File: src/rtl/sgx_reset_pkg.sv
// Shared state encoding for the SGX shell reset sequencer.
package sgx_reset_pkg;

    localparam int unsigned STATE_W = 3;

    typedef enum logic [STATE_W-1:0] {
        ST_WAIT_LOCK = 3'd0,
        ST_STABLE    = 3'd1,
        ST_RELEASE   = 3'd2,
        ST_RUN       = 3'd3,
        ST_SW_HOLD   = 3'd4,
        ST_SW_ACK    = 3'd5
    } state_e;

endpackage

File: src/rtl/sgx_sync2.sv
// Two-flop synchronizer with asynchronous clear for a single level signal.
module sgx_sync2 (
    input  logic clock,
    input  logic areset,
    input  logic d,
    output logic q
);

    logic meta;

    always_ff @(posedge clock or posedge areset) begin
        if (areset) begin
            meta <= 1'b0;
            q    <= 1'b0;
        end else begin
            meta <= d;
            q    <= meta;
        end
    end

endmodule

File: src/rtl/sgx_reset_ctrl.sv
// Sequences per-domain reset release after qualified PLL lock, and services
// a level software reset request/acknowledge handshake.
module sgx_reset_ctrl
    import sgx_reset_pkg::*;
#(
    parameter int unsigned NUM_DOMAINS    = 4,
    parameter int unsigned LOCK_CYCLES    = 1024,
    parameter int unsigned GAP_CYCLES     = 16,
    parameter int unsigned SW_HOLD_CYCLES = 64,
    parameter int unsigned CNT_W          = 16
) (
    input  logic                   clock,
    input  logic                   areset,
    input  logic                   pll_locked,
    input  logic                   sw_req,
    output logic                   sw_ack,
    output logic [NUM_DOMAINS-1:0] rst_out,
    output logic                   all_released,
    output logic [STATE_W-1:0]     state_o
);

    localparam int unsigned IDX_W = (NUM_DOMAINS > 1) ? $clog2(NUM_DOMAINS) : 1;

    localparam logic [CNT_W-1:0]       LOCK_LAST = CNT_W'(LOCK_CYCLES - 1);
    localparam logic [CNT_W-1:0]       GAP_LAST  = CNT_W'(GAP_CYCLES - 1);
    localparam logic [CNT_W-1:0]       HOLD_LAST = CNT_W'(SW_HOLD_CYCLES - 1);
    localparam logic [IDX_W-1:0]       IDX_LAST  = IDX_W'(NUM_DOMAINS - 1);
    localparam logic [NUM_DOMAINS-1:0] ALL_ONES  = '1;
    // Releasing domain 0 from a fully held vector.
    localparam logic [NUM_DOMAINS-1:0] FIRST_REL = ALL_ONES << 1;

    logic lk;

    state_e                 state_q, state_d;
    logic [CNT_W-1:0]       cnt_q, cnt_d;
    logic [IDX_W-1:0]       idx_q, idx_d;
    logic [NUM_DOMAINS-1:0] rst_q, rst_d;
    logic                   ack_q, ack_d;
    logic                   rel_q, rel_d;

    sgx_sync2 u_lock_sync (
        .clock  (clock),
        .areset (areset),
        .d      (pll_locked),
        .q      (lk)
    );

    always_ff @(posedge clock or posedge areset) begin
        if (areset) begin
            state_q <= ST_WAIT_LOCK;
            cnt_q   <= '0;
            idx_q   <= '0;
            rst_q   <= ALL_ONES;
            ack_q   <= 1'b0;
            rel_q   <= 1'b0;
        end else begin
            state_q <= state_d;
            cnt_q   <= cnt_d;
            idx_q   <= idx_d;
            rst_q   <= rst_d;
            ack_q   <= ack_d;
            rel_q   <= rel_d;
        end
    end

    // Next-state logic; lock loss overrides every other transition.
    always_comb begin
        state_d = state_q;
        cnt_d   = cnt_q;
        idx_d   = idx_q;
        rst_d   = rst_q;
        ack_d   = ack_q;
        rel_d   = rel_q;

        if (state_q != ST_WAIT_LOCK && !lk) begin
            state_d = ST_WAIT_LOCK;
            cnt_d   = '0;
            idx_d   = '0;
            rst_d   = ALL_ONES;
            ack_d   = 1'b0;
            rel_d   = 1'b0;
        end else begin
            case (state_q)
                ST_WAIT_LOCK: begin
                    rst_d = ALL_ONES;
                    if (lk) begin
                        state_d = ST_STABLE;
                        cnt_d   = '0;
                    end
                end
                ST_STABLE: begin
                    if (cnt_q == LOCK_LAST) begin
                        state_d = ST_RELEASE;
                        cnt_d   = '0;
                        idx_d   = '0;
                        rst_d   = FIRST_REL;
                    end else begin
                        cnt_d = cnt_q + CNT_W'(1);
                    end
                end
                ST_RELEASE: begin
                    if (cnt_q == GAP_LAST) begin
                        cnt_d = '0;
                        if (idx_q == IDX_LAST) begin
                            state_d = ST_RUN;
                            rel_d   = 1'b1;
                        end else begin
                            // Bits release strictly in order, so a left shift clears bit idx+1.
                            idx_d = idx_q + IDX_W'(1);
                            rst_d = rst_q << 1;
                        end
                    end else begin
                        cnt_d = cnt_q + CNT_W'(1);
                    end
                end
                ST_RUN: begin
                    rst_d = '0;
                    if (sw_req) begin
                        state_d = ST_SW_HOLD;
                        cnt_d   = '0;
                        rst_d   = ALL_ONES;
                        rel_d   = 1'b0;
                    end
                end
                ST_SW_HOLD: begin
                    if (cnt_q == HOLD_LAST) begin
                        state_d = ST_SW_ACK;
                        cnt_d   = '0;
                        ack_d   = 1'b1;
                    end else begin
                        cnt_d = cnt_q + CNT_W'(1);
                    end
                end
                ST_SW_ACK: begin
                    if (!sw_req) begin
                        state_d = ST_RELEASE;
                        cnt_d   = '0;
                        idx_d   = '0;
                        ack_d   = 1'b0;
                        rst_d   = FIRST_REL;
                    end
                end
                default: begin
                    state_d = ST_WAIT_LOCK;
                    cnt_d   = '0;
                    idx_d   = '0;
                    rst_d   = ALL_ONES;
                    ack_d   = 1'b0;
                    rel_d   = 1'b0;
                end
            endcase
        end
    end

    assign state_o      = state_q;
    assign rst_out      = rst_q;
    assign sw_ack       = ack_q;
    assign all_released = rel_q;

endmodule

File: config.mk
export PLATFORM = sky130hd
export DESIGN_NAME = sgx_reset_ctrl
export DESIGN_NICKNAME = d
export VERILOG_FILES = /design/src/rtl/sgx_reset_pkg.sv /design/src/rtl/sgx_sync2.sv /design/src/rtl/sgx_reset_ctrl.sv
export SDC_FILE = /design/constraint.sdc
export NUM_CORES = 1
export LEC_CHECK = 0
export ABC_AREA = 1
export BUFFER_PORTS_ARGS = -buffer_cell sky130_fd_sc_hd__buf_2
export CORE_ASPECT_RATIO = 1.5
export CORE_MARGIN = 2
export CORE_UTILIZATION = 61
export DETAILED_ROUTE_END_ITERATION = 16
export GPL_ROUTABILITY_DRIVEN = 0
export PLACE_DENSITY_LB_ADDON = 0.25
export SLEW_MARGIN = 20
export SYNTH_ARGS = -nofsm -noshare
export SYNTH_HDL_FRONTEND = slang
export SYNTH_SLANG_ARGS = --single-unit
File: constraint.sdc
create_clock -name clock -period 2.1 [get_ports clock]
set_clock_uncertainty 0.1 [all_clocks]
set_input_delay 0.315 -clock clock [delete_from_list [all_inputs] [get_ports clock]]
set_output_delay 0.315 -clock clock [all_outputs]
set_load 0.01 [all_outputs]
[After elaboration in Yosys (flattened, before gate mapping)]
Cells that the tools add are included.
Operators by class
  add/subtract/negate cells: 2
  equality and inequality tests: 21
  mux-type cells: 39
  reductions and logical operators: 13
Operators with widths (count)
  $mux 16: 7
  $pmux 16 s6: 1
  $mux 3: 8
  $mux 4: 6
  $ne 3x3->1 const B: 7
  $pmux 4 s5: 1
  $pmux 3 s6: 1
  $add 16x1->16 const B: 1
  $eq 16x10->1 const B: 1
  $eq 16x4->1 const B: 1
  $eq 16x6->1 const B: 1
  $mux 2: 5
  $reduce_and 5->1: 2
  $pmux 2 s4: 1
  $reduce_or 4->1: 2
  $mux 1: 7
  $reduce_and 7->1: 1
  $eq 3x2->1 const B: 2
  $eq 3x3->1 const B: 2
  $ne 2x1->1 const B: 3
  $pmux 1 s3: 2
  $reduce_and 3->1: 2
  $reduce_and 4->1: 1
  $eq 3x1->1 const B: 1
  other kinds (9): 9
Storage, ports and cells
  register bits: 29
  input port bits: 4
  output and inout bits: 9
  word-level logic and storage cells: 83

[Depth between registers and ports, before layout]
Gate-level depths: netlist of run 1.
  word-level depth: 5
  mapped depth: 12
  gate-level depth less buffers: 12

[Cells and area by module]
A second synthesis of run 1 with hierarchy kept.
Unflattened totals
  cells, all modules: 322
  area, all modules: 2138.3 um^2
Modules (own cells, without submodules)
  sgx_reset_ctrl: times used 1, cells each 319, area each 2084.5 um^2
  sgx_sync2: times used 1, cells each 3, area each 53.8 um^2

[Worst setup path before layout of run 1]
Ideal clock, no wire load.
  path type: reg-to-reg
  start: register cnt_q[0]
  end: register state_q[1], in the netlist state_o[1]
  arrival: 1.400 ns
  data required time: 1.883 ns
  slack: 0.482 ns
  cell stages (with the launch flop): 13
  buffers on the path: 0
  period minus slack after synthesis: 1.618 ns
  cell sequence: dfrtp_1 ha_1 inv_1 nor2_2 nand2_2 inv_2 nand2_2 nand3_4 nand2_1 inv_2 nand2_1 nand2_1 nand2_1
On the way
  longest elaborated chain between the ends: 3
  elaborated cells between the ends (all ways): 7
  classes of those cells: eq/ne: 6; reduce/logical: 1
Ends and longest elaborated chain
  start: declaration: line sgx_reset_ctrl.sv:35  | logic [CNT_W-1:0] cnt_q, cnt_d;
  start signal: assignment: line sgx_reset_ctrl.sv:58  | cnt_q <= cnt_d;
  $eq 16x6->1 (tied with other cells): line sgx_reset_ctrl.sv:126  | if (cnt_q == HOLD_LAST) begin
  $ne 3x3->1 (no line)
  $reduce_and 7->1 (no line) (*)
  end signal: assignment: line sgx_reset_ctrl.sv:57  | state_q <= state_d;
  end: declaration: line sgx_reset_ctrl.sv:34  | state_e state_q, state_d;
Mark *: on every way between the ends. The rest lies on a longest branch, timed or not.
A chain may end at the register's enable or synchronous reset.

[Final worst setup path of run 1]
  start: register cnt_q[0]
  end: register state_q[2], in the netlist state_o[2]
Same word-level chain as after synthesis.

==> results of run 1 <==
[worst min-delay path: cells and delay by family]
kind / cells / cell delay, ns
buffers and inverters: 3 / 0.48
[Yosys cell counts, types with 3 or more instances]
library cell / n
o21bai_1: 4
nand2_1: 115
o21ai_1: 8
nand4_1: 11
dfstp_2: 4
nor2_4: 3
inv_1: 32
nand3_2: 4
xor2_1: 4
o211ai_1: 10
inv_2: 6
nand3_1: 42
nand2_2: 8
buf_4: 4
nor2_1: 29
buf_2: 3
dfrtp_1: 25
[kinds of logic (layout without fill, tap and decap cells)]
family	Yosys count	after routing	share of synthesized area
xor+xnor	5	5	0.0200
compound gates	31	31	0.0925
buf+inv	45	67	0.0856
flops	29	29	0.333
fa+ha+maj	2	2	0.0114
simple gates	218	218	0.457
[how the worst min path moves through the flow]
stage	depth (start not counted)	slack, ns	end
after floorplan	0	0.23	u_lock_sync.q
after global placement	0	0.23	u_lock_sync.q
after detailed placement	0	0.25	u_lock_sync.q
after CTS	3	0.003	cnt_q[3]
after global routing	1	0.03	u_lock_sync.meta
final	3	-0.004	cnt_q[8]
[state kept, by name, summed over array words and instances (netlist names)]
register,cells
cnt_q,16
rst_out,4
state_o,3
idx_q,2
all_released,1
sw_ack,1
u_lock_sync.meta,1
u_lock_sync.q,1
[routing by layer]
| metal | vias up | share of wire | GRT usage |
|---|---|---|---|
| met5 | - | 0 | 0 |
| met4 | 0 | 0.036 | 0.164 |
| met3 | 21 | 0.045 | 0.0385 |
| met2 | 69 | 0.54 | 0.529 |
| met1 | 1066 | 0.38 | 0.351 |
| li1 | 1122 | - | - |
[through the flow]
stage / power, mW / instances / area [um^2] / setup WS (ns) / utilization
5_1_grt: 2.57 / 394 / 2440 / 0.0398 / 0.715
3_3_place_gp: 1.77 / 386 / 2330 / 0.230 / 0.681
6_report: 2.42 / 394 / 2440 / 0.189 / 0.715
2_1_floorplan: 1.52 / 330 / 2190 / 0.482 / -
3_5_place_dp: 1.80 / 386 / 2330 / 0.216 / 0.681
4_1_cts: 2.42 / 394 / 2440 / 0.196 / 0.715
[cell usage in the layout, fill, tap and decap left out]
cell,n
or2_1,1
clkbuf_8,6
nand4_1,11
o21ai_1,8
nor2_4,3
nand3_2,4
dfrtp_1,25
dfstp_2,4
nor2_1,29
a31oi_1,2
xnor2_1,1
nand2_2,8
nand2_1,115
inv_1,32
nand3_4,2
a21oi_2,1
ha_1,2
a21oi_1,2
bufinv_16,1
buf_2,12
o21ai_0,2
xor2_1,4
a211oi_1,1
inv_2,6
nor3_1,1
nor2_2,2
nand3_1,42
clkbuf_1,1
buf_4,9
a22o_1,1
o21bai_1,4
o211ai_1,10
[area by class of cell]
class                           instances  area [um^2]  area share
Multi-Input combinational cell        256         1270       0.521
Sequential cell                        29          731       0.299
Inverter                               38          143      0.0584
Timing Repair Buffer                   21          128      0.0522
Clock buffer                            7         86.3      0.0353
Tap cell                               42         52.6      0.0215
Clock inverter                          1         30.0      0.0123
[report_power, final]
| group | switching (mW) | internal, mW | total [mW] |
|---|---|---|---|
| Sequential | 0.0892 | 0.670 | 0.759 |
| Combinational | 0.725 | 0.339 | 1.06 |
| Clock | 0.212 | 0.386 | 0.598 |
| Total | 1.03 | 1.39 | 2.42 |
==> flow_metrics.py, run 1 <==
metrics = {
    "timing": {
        "max_freq_mhz": 523,
        "min_period_ns": 1.91,
        "fin_crit_sh": 0.910,
        "rsz0062_at_grt": "no",
        "worst_pin_slew_ns": 0.506,
        "finalSetupTns_ns": 0,
        "maxSlewViolCount": 0,
        "hold_viol": 10,
        "fin_hold_ws_ns": -0.00423,
        "slew_headroom": 0.661,
        "setup_viol": 0,
    },
    "synth": {
        "synth_largest_area_cell": "dfrtp_1",
        "synth_ff_type": "dfrtp_1",
        "synth-seq-cells": 29,
        "synth_area_mm2": 0.00219,
        "yosysWarnings": 0,
        "netlist.area_leader.share": 0.285,
        "synth_cells": 330,
        "ys_seq_area_frac": 0.333,
        "yosys.cell_types.count": 29,
        "synth_nets": 336,
        "syn_avg_cell_area_um2": 6.64,
        "synthArstFlopShare": 1.00,
        "netlist_top_cells_area": "dfrtp_1 (29%), nand2_1 (20%), nand3_1 (9.6%)",
        "synth_edf_count": 0,
    },
    "critical_path": {
        "worstSetupPathType": "register to register",
        "crit_buf_inv": 3,
        "cp_slowest_stage_delay_ns": 0.42,
        "critPathSlowestCell": "dfrtp_1",
        "critPathTopFamily": "simple AND/OR/NAND/NOR gates",
        "crit_top_cell": "nand2_1",
        "crit_path_start_kind": "register",
        "crit_cells": 12,
        "worstPathArrival_ns": 1.99,
        "startpoint": "cnt_q[0]",
        "rr_endpoint": "state_o[2]",
        "critPathRequiredTime_ns": 2.18,
        "r2r_slack_ns": 0.19,
        "regToRegStartpoint": "cnt_q[0]",
        "endpoint": "state_o[2]",
        "path_cells": "ha_1 > inv_1 > nor2_2 > nand2_2 > inv_2 > nand2_2 > nand3_4 > nand2_1 > inv_2 > nand2_1 > nand2_1 > nand2_1",
        "worstRegToRegCells": 12,
        "path_max_fanout": 8,
        "end_kind": "register",
    },
    "routing": {
        "drcViolationCount": 0,
        "firstDrtPassIters": 4,
        "wl_mm": 5.46,
        "routedWlPerCell_um": 13.9,
        "drt_iter0_drc": 80,
        "viasPerCell": 5.78,
        "via_count": 2278,
        "ant_nets": 0,
    },
    "global_routing": {
        "overflow": 0,
        "antenna_found_initial": 0,
        "grt_pass1_vias": 2202,
        "grt_first_pass_wirelength_mm": 9.43,
        "grtUsageTotal": 0.306,
        "grt_max_degree": 30,
    },
    "cells_and_area": {
        "num-fill-cells": 302,
        "diodes": 0,
        "area_growth_pct": 11.5,
        "drive_gt1_frac": 0.165,
        "fin_nets": 357,
    },
    "clock_network": {
        "clock-sinks": 29,
        "cts-root-buf": "clkbuf_8",
        "htree_levels": 2,
        "cts_resized": 0,
        "clock_latency_ns": 0.29,
        "clockBufferDepth": 2,
        "postCtsSetupBuffers": 0,
        "clk_pin_slew_ns": 0.06,
        "cts_made_buffers": 5,
        "cts_tree": "yes",
        "cts_hold_buffers": 0,
    },
    "placement": {
        "dpl.hpwl_mm": 4.06,
        "io_buffer_count": 12,
    },
    "run": {
        "maxCapViolCount": 0,
    },
    "floorplan": {
        "dieArea_mm2": 0.00410,
        "core_mm2": 0.00342,
        "die_w_um": 52.9,
        "dieHeight_um": 77.4,
        "start_util": 0.642,
        "num_rows": 26,
        "ios": 13,
    },
    "power_and_ir_drop": {
        "cellPowerDensity_mw_per_mm2": 991,
        "vdd_ir_drop_max_mv": 0.945,
        "p_leak_nw": 1.29,
    },
    "hold_path": {
        "hold_class": "primary input to asynchronous set/reset pin",
    },
    "status": {
        "status": "complete, but fails checks",
        "violations": "negative hold slack",
    },
}
No activity file was read; power rests on OpenSTA's default activity.
==> run 2, diff against run 1 <==
- CORE_UTILIZATION: 61 -> 59
- PLACE_DENSITY: unset -> 0.76
- PLACE_DENSITY_LB_ADDON: 0.25 -> unset
- TNS_END_PERCENT: unset -> 100
==> run 2 against run 1 <==
Compared with the run above:
- the flow now finishes without violations
- core utilization shrank 4.5 points
- clock power shrank 24%
- count of clock-buffer cells in the layout shrank 2
- non-clock buffer count grew 1
- cell count grew 0.51%
- flip-flop and latch count is the same
- wire length shrank 0.55%
- largest cell class unchanged
- largest power group unchanged
==> flow_metrics.py, run 2 (synthesized netlist as in run 1, its figures left out) <==
metrics = {
    "power_and_ir_drop": {
        "cellPowerDensity_mw_per_mm2": 923,
        "p_leak_nw": 1.28,
        "vdd_ir_drop_max_mv": 0.779,
    },
    "timing": {
        "setup_viol": 0,
        "fin_crit_sh": 0.905,
        "rsz0062_at_grt": "no",
        "max_freq_mhz": 526,
        "fin_hold_ws_ns": 0.00773,
        "finalSetupTns_ns": 0,
        "maxSlewViolCount": 0,
        "worst_pin_slew_ns": 0.518,
        "slew_headroom": 0.653,
        "hold_viol": 0,
        "min_period_ns": 1.90,
    },
    "placement": {
        "placed_area_mm2": 0.00234,
        "dpl.hpwl_mm": 4.11,
        "io_buffer_count": 12,
        "dp_cells": 388,
    },
    "global_routing": {
        "grt_max_degree": 30,
        "grtUsageTotal": 0.303,
        "grt_pass1_vias": 2178,
        "antenna_found_initial": 0,
        "overflow": 0,
        "grt_first_pass_wirelength_mm": 9.40,
    },
    "cells_and_area": {
        "area_growth_pct": 10.5,
        "fin_cells": 396,
        "drive_gt1_frac": 0.170,
        "final_cell_mix": "nand2_1 (115), nand3_1 (42), inv_1 (32)",
        "regMostFlops": "cnt_q",
        "num-fill-cells": 337,
        "largest_register_ffs": 16,
        "multiInputGateArea_mm2": 0.00127,
        "final_common_cell": "nand2_1",
        "register_area_um2": 731,
        "diodes": 0,
        "fin_area_mm2": 0.00242,
        "fin_util": 0.670,
        "fin_nets": 358,
    },
    "clock_network": {
        "htree_levels": 2,
        "clock_latency_ns": 0.28,
        "cts_hold_buffers": 0,
        "clk_pin_slew_ns": 0.07,
        "cts_made_buffers": 5,
        "clock-sinks": 29,
        "clockBufferDepth": 2,
        "cts_resized": 0,
        "cts-root-buf": "clkbuf_8",
        "postCtsSetupBuffers": 0,
        "cts_tree": "yes",
    },
    "critical_path": {
        "path_cells": "ha_1 > nand3_2 > nor2_1 > nand2_1 > nand3_1 > nand2_1 > inv_2 > nand2_1 > nand2_1 > nand2_1",
        "critPathSlowestCell": "dfrtp_1",
        "end_kind": "register",
        "worstRegToRegCells": 10,
        "critPathTopFamily": "simple AND/OR/NAND/NOR gates",
        "crit_path_start_kind": "register",
        "path_max_fanout": 6,
        "rr_endpoint": "state_o[1]",
        "crit_buf_inv": 1,
        "worstSetupPathType": "register to register",
        "worstPathArrival_ns": 1.98,
        "critPathRequiredTime_ns": 2.18,
        "crit_top_cell": "nand2_1",
        "regToRegStartpoint": "cnt_q[0]",
        "r2r_slack_ns": 0.20,
        "cp_slowest_stage_delay_ns": 0.42,
    },
    "routing": {
        "drt_iter0_drc": 67,
        "routedWlPerCell_um": 13.7,
        "drcViolationCount": 0,
        "via_count": 2186,
        "firstDrtPassIters": 4,
        "wl_mm": 5.43,
        "viasPerCell": 5.52,
        "ant_nets": 0,
    },
    "floorplan": {
        "ios": 13,
        "start_util": 0.606,
        "dieArea_mm2": 0.00423,
        "num_rows": 27,
        "core_mm2": 0.00361,
        "dieHeight_um": 78.7,
        "die_w_um": 53.8,
    },
    "hold_path": {
        "hold_class": "primary input to asynchronous set/reset pin",
    },
    "run": {
        "maxCapViolCount": 0,
    },
    "status": {
        "status": "finished clean",
    },
}
## run 2: through the flow
stage / total power [mW] / worst slack [ns]
6_report: 2.24 / 0.199
5_1_grt: 2.41 / 0.0180
4_1_cts: 2.25 / 0.246
3_5_place_dp: 1.79 / 0.255
3_3_place_gp: 1.77 / 0.255
2_1_floorplan: 1.52 / 0.482
## run 2: tightest hold or removal path, stage by stage
cell and delay (ns):
buf_2 0.10, inv_1 0.05, buf_4 0.34
## run 2: power by group
part	internal (mW)	total (mW)	switching, mW
clock network	0.228	0.452	0.224
registers	0.670	0.757	0.0878
logic	0.331	1.03	0.694
total	1.23	2.24	1.01
## run 2: layer usage
| layer | global-route usage | vias to the layer above | part of all wire |
|---|---|---|---|
| met2 | 0.534 | 55 | 0.54 |
| met5 | 0 | - | 0 |
| met3 | 0.0399 | 14 | 0.037 |
| li1 | - | 1119 | - |
| met4 | 0.136 | 0 | 0.027 |
| met1 | 0.345 | 998 | 0.39 |
## run 2: worst max path at each step
stage                     startpoint          to  slack, ns  cells after the start
after global placement      cnt_q[0]  state_o[1]       0.25                     10
after global routing        cnt_q[0]    idx_q[1]       0.02                      8
after CTS                   cnt_q[0]  rst_out[3]       0.25                      7
after detailed placement    cnt_q[0]  state_o[1]       0.26                     10
after floorplan             cnt_q[0]  state_o[1]       0.48                     12
final                       cnt_q[0]  state_o[1]       0.20                     10
## run 2: final cells by class
| type | instances | share of cell area |
|---|---|---|
| Sequential cell | 29 | 0.302 |
| Tap cell | 43 | 0.0222 |
| Timing Repair Buffer | 22 | 0.0558 |
| Clock inverter | 3 | 0.00723 |
| Clock buffer | 5 | 0.0284 |
| Multi-Input combinational cell | 256 | 0.526 |
| Inverter | 38 | 0.0589 |
